===== config.mk =====
export PLATFORM = sky130hd
export DESIGN_NAME = sprite_scan_ctrl_flat
export DESIGN_NICKNAME = d
export VERILOG_FILES = /design/src/rtl/sprite_scan_ctrl_if.sv /design/src/rtl/sprite_scan_ctrl.sv /design/src/flat_wrapper.sv
export SDC_FILE = /design/constraint.sdc
export NUM_CORES = 1
export LEC_CHECK = 0
export CORE_ASPECT_RATIO = 0.9
export CORE_MARGIN = 4
export CORE_UTILIZATION = 43
export DETAILED_ROUTE_END_ITERATION = 10
export PLACE_DENSITY = 0.86
export RECOVER_POWER = 25
export SKIP_LAST_GASP = 1
export SYNTH_ARGS = -nofsm -noshare
export SYNTH_HDL_FRONTEND = slang
export SYNTH_SLANG_ARGS = --single-unit

===== constraint.sdc =====
create_clock -name clk -period 2.1 [get_ports clk]
set_input_delay 0.21 -clock clk [delete_from_list [all_inputs] [get_ports clk]]
set_output_delay 0.21 -clock clk [all_outputs]
set_load 0.01 [all_outputs]

===== src/rtl/sprite_scan_ctrl_if.sv =====
// Pixel stream interface between sprite_scan_ctrl and the LCD pixel sink.
//   px_valid : pixel available (source -> sink)
//   px_ready : sink accepts pixel; transfer when valid & ready (sink -> source)
//   px_data  : RGB565 pixel (source -> sink)
//   px_last  : final pixel of the frame (source -> sink)
interface sprite_scan_ctrl_if;
  logic        px_valid;
  logic        px_ready;
  logic [15:0] px_data;
  logic        px_last;

  modport master (output px_valid, output px_data, output px_last, input px_ready);
  modport slave  (input px_valid, input px_data, input px_last, output px_ready);
endinterface


===== src/rtl/sprite_scan_ctrl.sv =====
// sprite_scan_ctrl
// Turns one latched 8x8 monochrome sprite (bit 63 = row0/col0) into a raster
// RGB565 pixel stream by stepping an external combinational 64:1 bit mux.
// Each sprite pixel is replicated SCALE times horizontally and each sprite
// row SCALE times vertically.
// Ports:
//   clk, rst     : rising-edge clock, synchronous active-high reset
//   start_i      : frame request, honoured only in IDLE
//   sprite_i     : sprite bitmap, latched on the accepted start edge
//   busy_o       : high in STREAM and DONE
//   done_o       : one-cycle pulse after the last pixel is accepted
//   mux_data_o   : latched sprite, feeds the mux data input
//   mux_sel_o    : mux select {1'b0, row, col}
//   mux_bit_i    : combinational mux return
//   px (master)  : valid/ready pixel stream with last marker
module sprite_scan_ctrl #(
  parameter int unsigned SCALE    = 4,
  parameter logic [15:0] FG_COLOR = 16'hFFFF,
  parameter logic [15:0] BG_COLOR = 16'h0000
) (
  input  logic                       clk,
  input  logic                       rst,
  input  logic                       start_i,
  input  logic [63:0]                sprite_i,
  output logic                       busy_o,
  output logic                       done_o,
  output logic [63:0]                mux_data_o,
  output logic [6:0]                 mux_sel_o,
  input  logic                       mux_bit_i,
  sprite_scan_ctrl_if.master         px
);

  localparam int unsigned CW = (SCALE > 1) ? $clog2(SCALE) : 1;
  localparam logic [CW-1:0] REP_MAX = CW'(SCALE - 1);

  typedef enum logic [1:0] {
    S_IDLE,
    S_STREAM,
    S_DONE
  } state_t;

  state_t        state_q, state_d;
  logic [63:0]   sprite_q, sprite_d;
  logic [2:0]    col_q, col_d;
  logic [2:0]    row_q, row_d;
  logic [CW-1:0] hrep_q, hrep_d;
  logic [CW-1:0] vrep_q, vrep_d;

  logic streaming;
  logic xfer;
  logic hrep_wrap, col_wrap, vrep_wrap, row_wrap;
  logic last_px;

  always_ff @(posedge clk) begin
    if (rst) begin
      state_q  <= S_IDLE;
      sprite_q <= '0;
      col_q    <= '0;
      row_q    <= '0;
      hrep_q   <= '0;
      vrep_q   <= '0;
    end else begin
      state_q  <= state_d;
      sprite_q <= sprite_d;
      col_q    <= col_d;
      row_q    <= row_d;
      hrep_q   <= hrep_d;
      vrep_q   <= vrep_d;
    end
  end

  assign streaming = (state_q == S_STREAM);
  assign xfer      = streaming && px.px_ready;
  assign hrep_wrap = (hrep_q == REP_MAX);
  assign col_wrap  = (col_q == 3'd7);
  assign vrep_wrap = (vrep_q == REP_MAX);
  assign row_wrap  = (row_q == 3'd7);
  assign last_px   = streaming && hrep_wrap && col_wrap && vrep_wrap && row_wrap;

  always_comb begin
    state_d  = state_q;
    sprite_d = sprite_q;
    col_d    = col_q;
    row_d    = row_q;
    hrep_d   = hrep_q;
    vrep_d   = vrep_q;

    case (state_q)
      S_IDLE: begin
        if (start_i) begin
          state_d  = S_STREAM;
          sprite_d = sprite_i;
          col_d    = '0;
          row_d    = '0;
          hrep_d   = '0;
          vrep_d   = '0;
        end
      end
      S_STREAM: begin
        if (xfer) begin
          // Nested raster counters; the final transfer wraps all four back
          // to zero, so mux_sel_o is already 0 when IDLE is reached.
          if (hrep_wrap) begin
            hrep_d = '0;
            if (col_wrap) begin
              col_d = '0;
              if (vrep_wrap) begin
                vrep_d = '0;
                row_d  = row_q + 3'd1;
              end else begin
                vrep_d = vrep_q + CW'(1);
              end
            end else begin
              col_d = col_q + 3'd1;
            end
          end else begin
            hrep_d = hrep_q + CW'(1);
          end
          if (last_px) begin
            state_d = S_DONE;
          end
        end
      end
      S_DONE: begin
        state_d = S_IDLE;
      end
      default: begin
        state_d = S_IDLE;
      end
    endcase
  end

  assign busy_o      = (state_q != S_IDLE);
  assign done_o      = (state_q == S_DONE);
  assign mux_data_o  = sprite_q;
  assign mux_sel_o   = {1'b0, row_q, col_q};
  assign px.px_valid = streaming;
  assign px.px_last  = last_px;
  assign px.px_data  = mux_bit_i ? FG_COLOR : BG_COLOR;

endmodule


===== src/flat_wrapper.sv =====
// flat-port wrapper written by rule: the top's interface ports become plain ports
module sprite_scan_ctrl_flat 
#(
  parameter int unsigned SCALE    = 4,
  parameter logic [15:0] FG_COLOR = 16'hFFFF,
  parameter logic [15:0] BG_COLOR = 16'h0000
)
  (clk, rst, start_i, sprite_i, busy_o, done_o, mux_data_o, mux_sel_o, mux_bit_i, px_px_valid, px_px_data, px_px_last, px_px_ready);
  sprite_scan_ctrl_if px_i ();
  input  logic clk;
  input  logic rst;
  input  logic start_i;
  input  logic [63:0] sprite_i;
  output logic busy_o;
  output logic done_o;
  output logic [63:0] mux_data_o;
  output logic [6:0] mux_sel_o;
  input  logic mux_bit_i;
  output wire logic [$bits(px_i.px_valid)-1:0] px_px_valid;
  output wire logic [$bits(px_i.px_data)-1:0] px_px_data;
  output wire logic [$bits(px_i.px_last)-1:0] px_px_last;
  input wire logic [$bits(px_i.px_ready)-1:0] px_px_ready;
  assign px_px_valid = px_i.px_valid;
  assign px_px_data = px_i.px_data;
  assign px_px_last = px_i.px_last;
  assign px_i.px_ready = px_px_ready;
  sprite_scan_ctrl #(.SCALE(SCALE), .FG_COLOR(FG_COLOR), .BG_COLOR(BG_COLOR)) u_core (.clk(clk), .rst(rst), .start_i(start_i), .sprite_i(sprite_i), .busy_o(busy_o), .done_o(done_o), .mux_data_o(mux_data_o), .mux_sel_o(mux_sel_o), .mux_bit_i(mux_bit_i), .px(px_i));
endmodule

**Word-level counts from Yosys, hierarchy flattened**

Index checks and enable logic that the tools add are counted.

- Add/subtract/negate cells: 4
- Reduce and logical (&&, ||, !) cells: 14
- Mux-type cells: 24
- Equality and inequality tests: 12

Operators with widths:

| operator | count |
|---|---|
| $mux W3 | 8 |
| $mux W2 | 10 |
| $mux W16 | 1 |
| $ne A2 B2 Y1 const B | 6 |
| $pmux W2 S2 | 3 |
| $pmux W3 S2 | 2 |
| $add A3 B1 Y3 const B | 2 |
| $eq A2 B2 Y1 const B | 3 |
| $eq A3 B3 Y1 const B | 2 |
| $reduce_and A3 Y1 | 2 |
| $reduce_and A6 Y1 | 1 |
| $logic_and A1 B1 Y1 | 5 |
| $reduce_and A5 Y1 | 1 |
| $add A2 B1 Y2 const B | 2 |
| $reduce_and A4 Y1 | 1 |
| $reduce_bool A2 Y1 | 2 |
| $eq A2 B1 Y1 const B | 1 |
| $logic_not A2 Y1 | 1 |
| $reduce_and A2 Y1 | 1 |

- Flip-flop bits (word level): 76
- Logic and storage cells: 60
- Input bits: 69
- Output and inout bits: 91

**Depth between registers and ports, before layout**

Gate-level depths: netlist of run 1.

- Word-level depth: 8
- Gate-level depth with buffers: 6
- Depth with buffers taken out: 5

**Worst setup path after synthesis of run 1**

No wires, ideal clock.

- Kind: register to register
- Start: register u_core.col_q[0]
- End: register u_core.state_q[0]
- Path slack: 616 ps
- Setup time: 91 ps
- Stages on the path, launching flop included: 6
- Arrival time: 1393 ps
- Cells stage by stage: dfxtp_1 > ha_1 > ha_1 > and4b_1 > and3_1 > a311oi_1

- Longest elaborated chain between the ends: 6

RTL lines:

| what | RTL line | RTL |
|---|---|---|
| from (decl) | sprite_scan_ctrl.sv:44 | `logic [2:0] col_q, col_d;` |
| from (signal assigned) | sprite_scan_ctrl.sv:65 | `col_q <= col_d;` |
| $eq A3 B3 Y1 | sprite_scan_ctrl.sv:75 | `assign col_wrap = (col_q == 3'd7);` |
| $logic_and A1 B1 Y1 (3 in series) | sprite_scan_ctrl.sv:78 | `assign last_px = streaming && hrep_wrap && col_wrap && vrep_wrap && row_wrap;` |
| net px_px_last | flat_wrapper.sv:21 | `output wire logic [$bits(px_i.px_last)-1:0] px_px_last;` |
| $ne A2 B2 Y1 (no source line) | - |  |
| $reduce_and A3 Y1 (no source line) | - |  |
| to (signal assigned) | sprite_scan_ctrl.sv:63 | `state_q <= state_d;` |
| to (decl) | sprite_scan_ctrl.sv:42 | `state_t state_q, state_d;` |

The timed path passes the listed nets, and every way through them passes these cells.
A chain may end at the register's enable or synchronous reset.

**Worst setup path after layout of run 1**

- Start: register u_core.col_q[0]
- End: output px_px_last

- Longest elaborated chain between the ends: 4

RTL lines:

| what | RTL line |
|---|---|
| $eq A3 B3 Y1 | sprite_scan_ctrl.sv:75 |
| $logic_and A1 B1 Y1 (3 in series) | sprite_scan_ctrl.sv:78 |
| to (decl) | flat_wrapper.sv:21 |

Every way passes these cells.

==> key figures, run 1 <==
Status
  – Outcome: finished clean

Global route
  – M1 GR Usage: 20.0%
  – Gr ovfl total: 0
  – GRT Max-Usage Layer: met2
  – Largest net degree at the start of global routing: 52
  – Initial antenna violation count: 0
  – Vias in the first global route: 2844
  – Tot GR Track Use: 18.8%
  – First-pass GRT wire length: 13200 µm
  – Met2 Usage GRT: 33.9%
  – GR Util met3: 8.12%

Clocking
  – # H-tree levels: 3
  – CTS resizes: 1
  – Worst-case clock buffer depth: 2
  – CTS tree: built
  – Clk sinks: 76
  – CTS Hold Bufs: 0
  – Later-pin clock latency in the skew report: 0.34 ns
  – Clock root buffer: clkbuf_8
  – CTS clk-pin slew, worst paths: 0.08 ns
  – CTS Buf Count: 9
  – Post-CTS setup buffers: 0

Timing
  – Fin crit share: 95.2%
  – Fmax: 0.500 GHz
  – Slew @ Worst Pin: 0.571 ns
  – Slew headroom: 61.9%
  – Final min period: 2.00 ns
  – Hold Fails Final Rpt: 0
  – RSZ-0062 raised after global routing: no
  – Slew Limit Fails: 0
  – Clock skew: 0.00627 ns
  – Setup_tns: 0 ns
  – Endpoints failing setup: 0

Min path
  – Hold path start: rst
  – Hold path depth: 2
  – Worst hold path type: input port to flop
  – Hold Path End: u_core.mux_data_o[56]

Placed design
  – Placer Congestion: 0.869
  – Post-place instance area: 4370 µm²
  – Detailed Place HPWL: 5940 µm
  – Port Buffers: 141

Routing
  – Via Count: 2899
  – 1st-pass router iterations: 4
  – Final WL: 8190 µm
  – Post-DR vias/cell: 4.96
  – Drt drc: 0
  – Post-route ant nets: 0
  – Initial DRC count: 77
  – WL/cell: 14.0 µm

Critical path
  – Reg2reg start: u_core.state_q[1]
  – R2R setup slack: 0.51 ns
  – Req. time, crit path: 1.89 ns
  – Worst Setup End Kind: output pin
  – Crit path buf inv count: 1
  – Crit Path Max Fanout: 4
  – Crit Path Category: flop to output pin
  – RR Endpoint: u_core.mux_data_o[13]
  – R2R cell count: 4
  – Most common cell on crit path: ha_1
  – CP Data Arrival Time: 1.79 ns
  – Max stage delay on crit path: 0.34 ns
  – Critical path, cell by cell: ha_1 > ha_1 > and4b_1 > and3_1 > dlygate4sd2_1
  – Worst setup SP type: flop
  – Family with the most delay on the worst path: simple AND/OR/NAND/NOR gates
  – Slowest cell on crit path: dfxtp_1

Synthesis
  – Mapped Nets: 448
  – Syn Area/Cell: 8.26 µm²
  – Top-area cell type share of the netlist area: 49.4%
  – Synth warn: 0
  – Count of cell types in the netlist: 32
  – Post-synthesis sequential area ratio: 49.4%
  – Largest cells by area after synthesis: dfxtp_1 (49%), nand2_1 (16%), a21oi_1 (11%)
  – Area leader, netlist: dfxtp_1
  – Mapped Cells: 373
  – Mapped cell area: 3080 µm²
  – FF+latch count, synth: 76

Die
  – Starting Density: 45.6%
  – I/O pins: 160
  – Core Region: 6760 µm²
  – Die H: 88.3 µm
  – Die footprint: 8590 µm²
  – Die X-Extent: 97.2 µm
  – FP Rows: 28

Finish
  – Most common cell after layout, fill and taps aside: nand2_1
  – Commonest cells after routing, fill and taps aside: nand2_1 (130), clkdlybuf4s50_1 (118), dfxtp_1 (76)
  – Post-route cell area: 4540 µm²
  – Final nets: 564
  – Fill cells: 539
  – Antenna cells: 0
  – Layout cells sized above 1: 5.06%
  – Area delta synth->final: 47.2%

Pwr
  – PD cells: 672 nW/µm²
  – P_leak: 1.77 nW
  – Peak supply drop: 0.000485 V

Flow run
  – Max_cap viols: 0
## cell usage after synthesis (all sizes together)
| cell | instances |
|---|---|
| or2 | 1 |
| nand3 | 1 |
| clkbuf | 8 |
| and3b | 1 |
| buf | 34 |
| or4 | 2 |
| and2 | 1 |
| o32ai | 3 |
| inv | 7 |
| a221oi | 1 |
| ha | 6 |
| nand2 | 130 |
| dfxtp | 76 |
| a21oi | 68 |
| conb | 1 |
| mux2i | 5 |
| nand4 | 1 |
| nor2b | 4 |
| or3b | 1 |
| a31oi | 1 |
| o21bai | 1 |
| and4b | 2 |
| o21ai | 2 |
| nand2b | 8 |
| and3 | 1 |
| nor4b | 1 |
| a311oi | 1 |
| nor3b | 1 |
| nand3b | 4 |
## cell type report
type / instances / area [µm²] / area share, %
Sequential cell: 76 / 1520 / 33.5
Tap cell: 90 / 113 / 2.48
Timing Repair Buffer: 147 / 1460 / 32.2
Clock inverter: 6 / 40.0 / 0.883
Inverter: 7 / 26.3 / 0.579
Clock buffer: 10 / 138 / 3.03
Multi-Input combinational cell: 248 / 1240 / 27.3
## power breakdown
group | internal [mW] | switching, mW
logic | 0.286 | 0.221
clock network | 0.459 | 0.528
registers | 1.51 | 0.0395
total | 2.26 | 0.788
## kinds of logic (layout without fill, tap and decap cells)
family                     Yosys count  count (layout)  synth area share, %
AOI/OAI and AO/OA                   77              77                 13.4
adders and majority gates            6               6                 2.44
buffers and inverters               49             170                 10.5
DFF                                 76              76                 49.4
muxes                                5               5                 1.62
other                                1               1                0.122
and+or+nand+nor                    159             159                 22.6
## worst max-delay path by stage
stage	startpoint	endpoint	slack, ns	cells after the start
2_1_floorplan	u_core.col_q[0]	u_core.state_q[0]	0.62	5
3_3_place_gp	u_core.col_q[0]	px_px_last	0.25	5
3_5_place_dp	u_core.col_q[0]	px_px_last	0.22	5
4_1_cts	u_core.col_q[0]	px_px_last	0.08	5
5_1_grt	u_core.col_q[0]	px_px_last	0.01	5
6_report	u_core.col_q[0]	px_px_last	0.10	5
## metal layers
layer  vias to the layer above  routed length (µm)
met5                         -                   0
met4                         0                 155
met3                        18                 857
met2                       121                4100
met1                      1324                3080
li1                       1436                   -
## flip-flops by register name, indices dropped and copies added, names as in the netlist
| signal | cells |
|---|---|
| u_core.mux_data_o | 64 |
| u_core.col_q | 3 |
| u_core.row_q | 3 |
| u_core.hrep_q | 2 |
| u_core.state_q | 2 |
| u_core.vrep_q | 2 |
## through the flow
stage | setup WS (ns) | utilization, % | hold slack (ns) | std cells | total power [mW]
after global placement | 0.252 | 64.6 | 0.421 | 568 | 2.09
after CTS | 0.0850 | 67.2 | 0.364 | 584 | 3.10
final | 0.101 | 67.1 | 0.376 | 584 | 3.05
after detailed placement | 0.218 | 64.6 | 0.421 | 568 | 2.11
after floorplan | 0.616 | - | 0.328 | 373 | 1.84
after global routing | 0.0134 | 67.1 | 0.387 | 584 | 3.21
Power figures use the tool's default switching activity.
==> inputs of run 2 (changes only) <==
CORE_UTILIZATION = 40   (was 43)
PLACE_DENSITY = 0.81   (was 0.86)
clock period = 2 ns   (was 2.1 ns; I/O delays follow)
==> run 2 against run 1 <==
Sequential power up 5%. Global-route usage decreased by 1.7 points. Clock power rose by 25%.
==> key figures, run 2 (synthesis results as in run 1) <==
Status
  – Outcome: finished clean (unchanged)

Finish
  – Non-Filler Instances: 590 (was 584)
  – Reg area: 1520 µm² (about the same)
  – Post-route cell area: 4590 µm² (was 4540 µm²)
  – Antenna cells: 0 (unchanged)
  – Commonest cells after routing, fill and taps aside: nand2_1 (130), clkdlybuf4s50_1 (118), dfxtp_1 (74) (was nand2_1 (130), clkdlybuf4s50_1 (118), dfxtp_1 (76))
  – Area delta synth->final: 49.1% (was 47.2%)
  – Max FFs per register: 64 (unchanged)
  – Most common cell after layout, fill and taps aside: nand2_1 (unchanged)
  – Multi-input combinational cell area: 1240 µm² (unchanged)
  – Fill cells: 649 (was 539)
  – Layout cells sized above 1: 5.87% (was 5.06%)
  – Final nets: 565 (was 564)

Clocking
  – CTS resizes: 3 (was 1)
  – CTS clk-pin slew, worst paths: 0.08 ns (about the same)
  – CTS Hold Bufs: 0 (unchanged)
  – CTS tree: built (unchanged)
  – # H-tree levels: 3 (unchanged)
  – Worst-case clock buffer depth: 2 (unchanged)
  – Post-CTS setup buffers: 0 (unchanged)
  – Clk sinks: 76 (unchanged)
  – Clock root buffer: clkbuf_8 (unchanged)
  – CTS Buf Count: 9 (unchanged)
  – Later-pin clock latency in the skew report: 0.34 ns (about the same)

Die
  – Die H: 91.3 µm (was 88.3 µm)
  – Die X-Extent: 101 µm (was 97.2 µm)
  – Starting Density: 41.1% (was 45.6%)
  – I/O pins: 160 (unchanged)
  – Core Region: 7510 µm² (was 6760 µm²)
  – FP Rows: 30 (was 28)
  – Die footprint: 9170 µm² (was 8590 µm²)

Critical path
  – Worst setup SP type: flop (unchanged)
  – Critical path, cell by cell: buf_4 > nand2b_1 > inv_2 > clkdlybuf4s50_1 (was ha_1 > ha_1 > and4b_1 > and3_1 > dlygate4sd2_1)
  – Req. time, crit path: 1.80 ns (was 1.89 ns)
  – Crit Path Max Fanout: 11 (was 4)
  – CP Data Arrival Time: 1.68 ns (was 1.79 ns)
  – RR Endpoint: u_core.mux_data_o[32] (was u_core.mux_data_o[13])
  – Critical Path Start: u_core.state_q[1] (was u_core.col_q[0])
  – R2R cell count: 5 (was 4)
  – Worst Setup End Kind: output pin (unchanged)
  – Max stage delay on crit path: 0.54 ns (was 0.34 ns)
  – Reg2reg start: u_core.state_q[0] (was u_core.state_q[1])
  – Crit Path Category: flop to output pin (unchanged)
  – Slowest cell on crit path: clkdlybuf4s50_1 (was dfxtp_1)
  – R2R setup slack: 0.45 ns (was 0.51 ns)

Timing
  – Endpoints failing setup: 0 (unchanged)
  – Fin crit share: 93.9%
  – Hold Fails Final Rpt: 0 (unchanged)
  – Fmax: 0.532 GHz
  – Setup_tns: 0 ns (unchanged)
  – Clock skew: 0.00687 ns (was 0.00627 ns)
  – RSZ-0062 raised after global routing: no (unchanged)
  – Hold slack: 0.383 ns (was 0.376 ns)
  – Slew Limit Fails: 0 (unchanged)
  – Slew @ Worst Pin: 0.601 ns (was 0.571 ns)
  – Slew headroom: 59.9% (was 61.9%)
  – Final min period: 1.88 ns

Routing
  – Initial DRC count: 87 (was 77)
  – Final WL: 8040 µm (was 8190 µm)
  – Drt drc: 0 (unchanged)
  – 1st-pass router iterations: 4 (unchanged)
  – Post-route ant nets: 0 (unchanged)
  – WL/cell: 13.6 µm (was 14.0 µm)
  – Via Count: 2853 (was 2899)
  – Post-DR vias/cell: 4.84 (was 4.96)

Min path
  – Hold Path End: u_core.hrep_q[1] (was u_core.mux_data_o[56])
  – Hold path start: rst (unchanged)
  – Hold path depth: 2 (unchanged)
  – Worst hold path type: input port to flop (unchanged)

Global route
  – Largest net degree at the start of global routing: 65 (was 52)
  – Vias in the first global route: 2595 (was 2844)
  – First-pass GRT wire length: 12500 µm (was 13200 µm)
  – Gr ovfl total: 0 (unchanged)
  – Initial antenna violation count: 0 (unchanged)
  – Tot GR Track Use: 17.0% (was 18.8%)

Flow run
  – Max_cap viols: 0 (unchanged)

Placed design
  – # placed instances: 575 (was 568)
  – Post-place instance area: 4400 µm² (was 4370 µm²)
  – Detailed Place HPWL: 5780 µm (was 5940 µm)
  – Placer Congestion: 0.817 (was 0.869)
  – Port Buffers: 141 (unchanged)

Pwr
  – Peak supply drop: 0.000478 V (was 0.000485 V)
  – PD cells: 740 nW/µm² (was 672 nW/µm²)
  – P_leak: 1.79 nW (was 1.77 nW)
-- run 2: routing by layer --
layer	vias to the layer above	routed length (µm)	GRT usage, %
met5	-	0	0
met2	116	3720	26.9
met3	26	816	7.22
met4	0	266	8.08
li1	1435	-	-
met1	1276	3240	19.7
-- run 2: worst max-delay path by stage --
| stage | to | cells past startpoint |
|---|---|---|
| floorplan | u_core.state_q[0] | 5 |
| global placement | px_px_last | 5 |
| detailed placement | px_px_last | 5 |
| CTS | px_px_valid | 4 |
| global route | px_px_valid | 4 |
| finish | px_px_valid | 4 |
-- run 2: metrics by stage --
step	utilization [%]	worst slack (ns)	power [mW]
after floorplan	-	0.516	1.93
after global placement	58.6	0.152	2.21
after detailed placement	58.6	0.113	2.22
after CTS	61.3	0.00160	3.47
after global routing	61.2	0.0211	3.57
final	61.2	0.122	3.40
-- run 2: worst max-delay path, delay by kind of cell, from the launching register on --
family        cells  cell delay (ns)
flops             1             0.32
buf+inv           3             0.82
simple gates      1             0.19
-- run 2: area by class of cell --
class / count / share of cell area [%]
clock buffer: 10 / 2.78
timing repair buffer: 148 / 32.2
inverter: 7 / 0.572
sequential: 76 / 33.2
clock inverter: 5 / 1.69
multi-input combinational: 248 / 27.0
tap: 96 / 2.61
-- run 2: power by group --
part           switching [mW]  leakage, nW  total, mW  internal [mW]
Combinational           0.233         1.06      0.539          0.306
Clock                   0.540        0.102       1.23          0.692
Sequential             0.0388        0.623       1.63           1.59
Total                   0.811         1.79       3.40           2.59
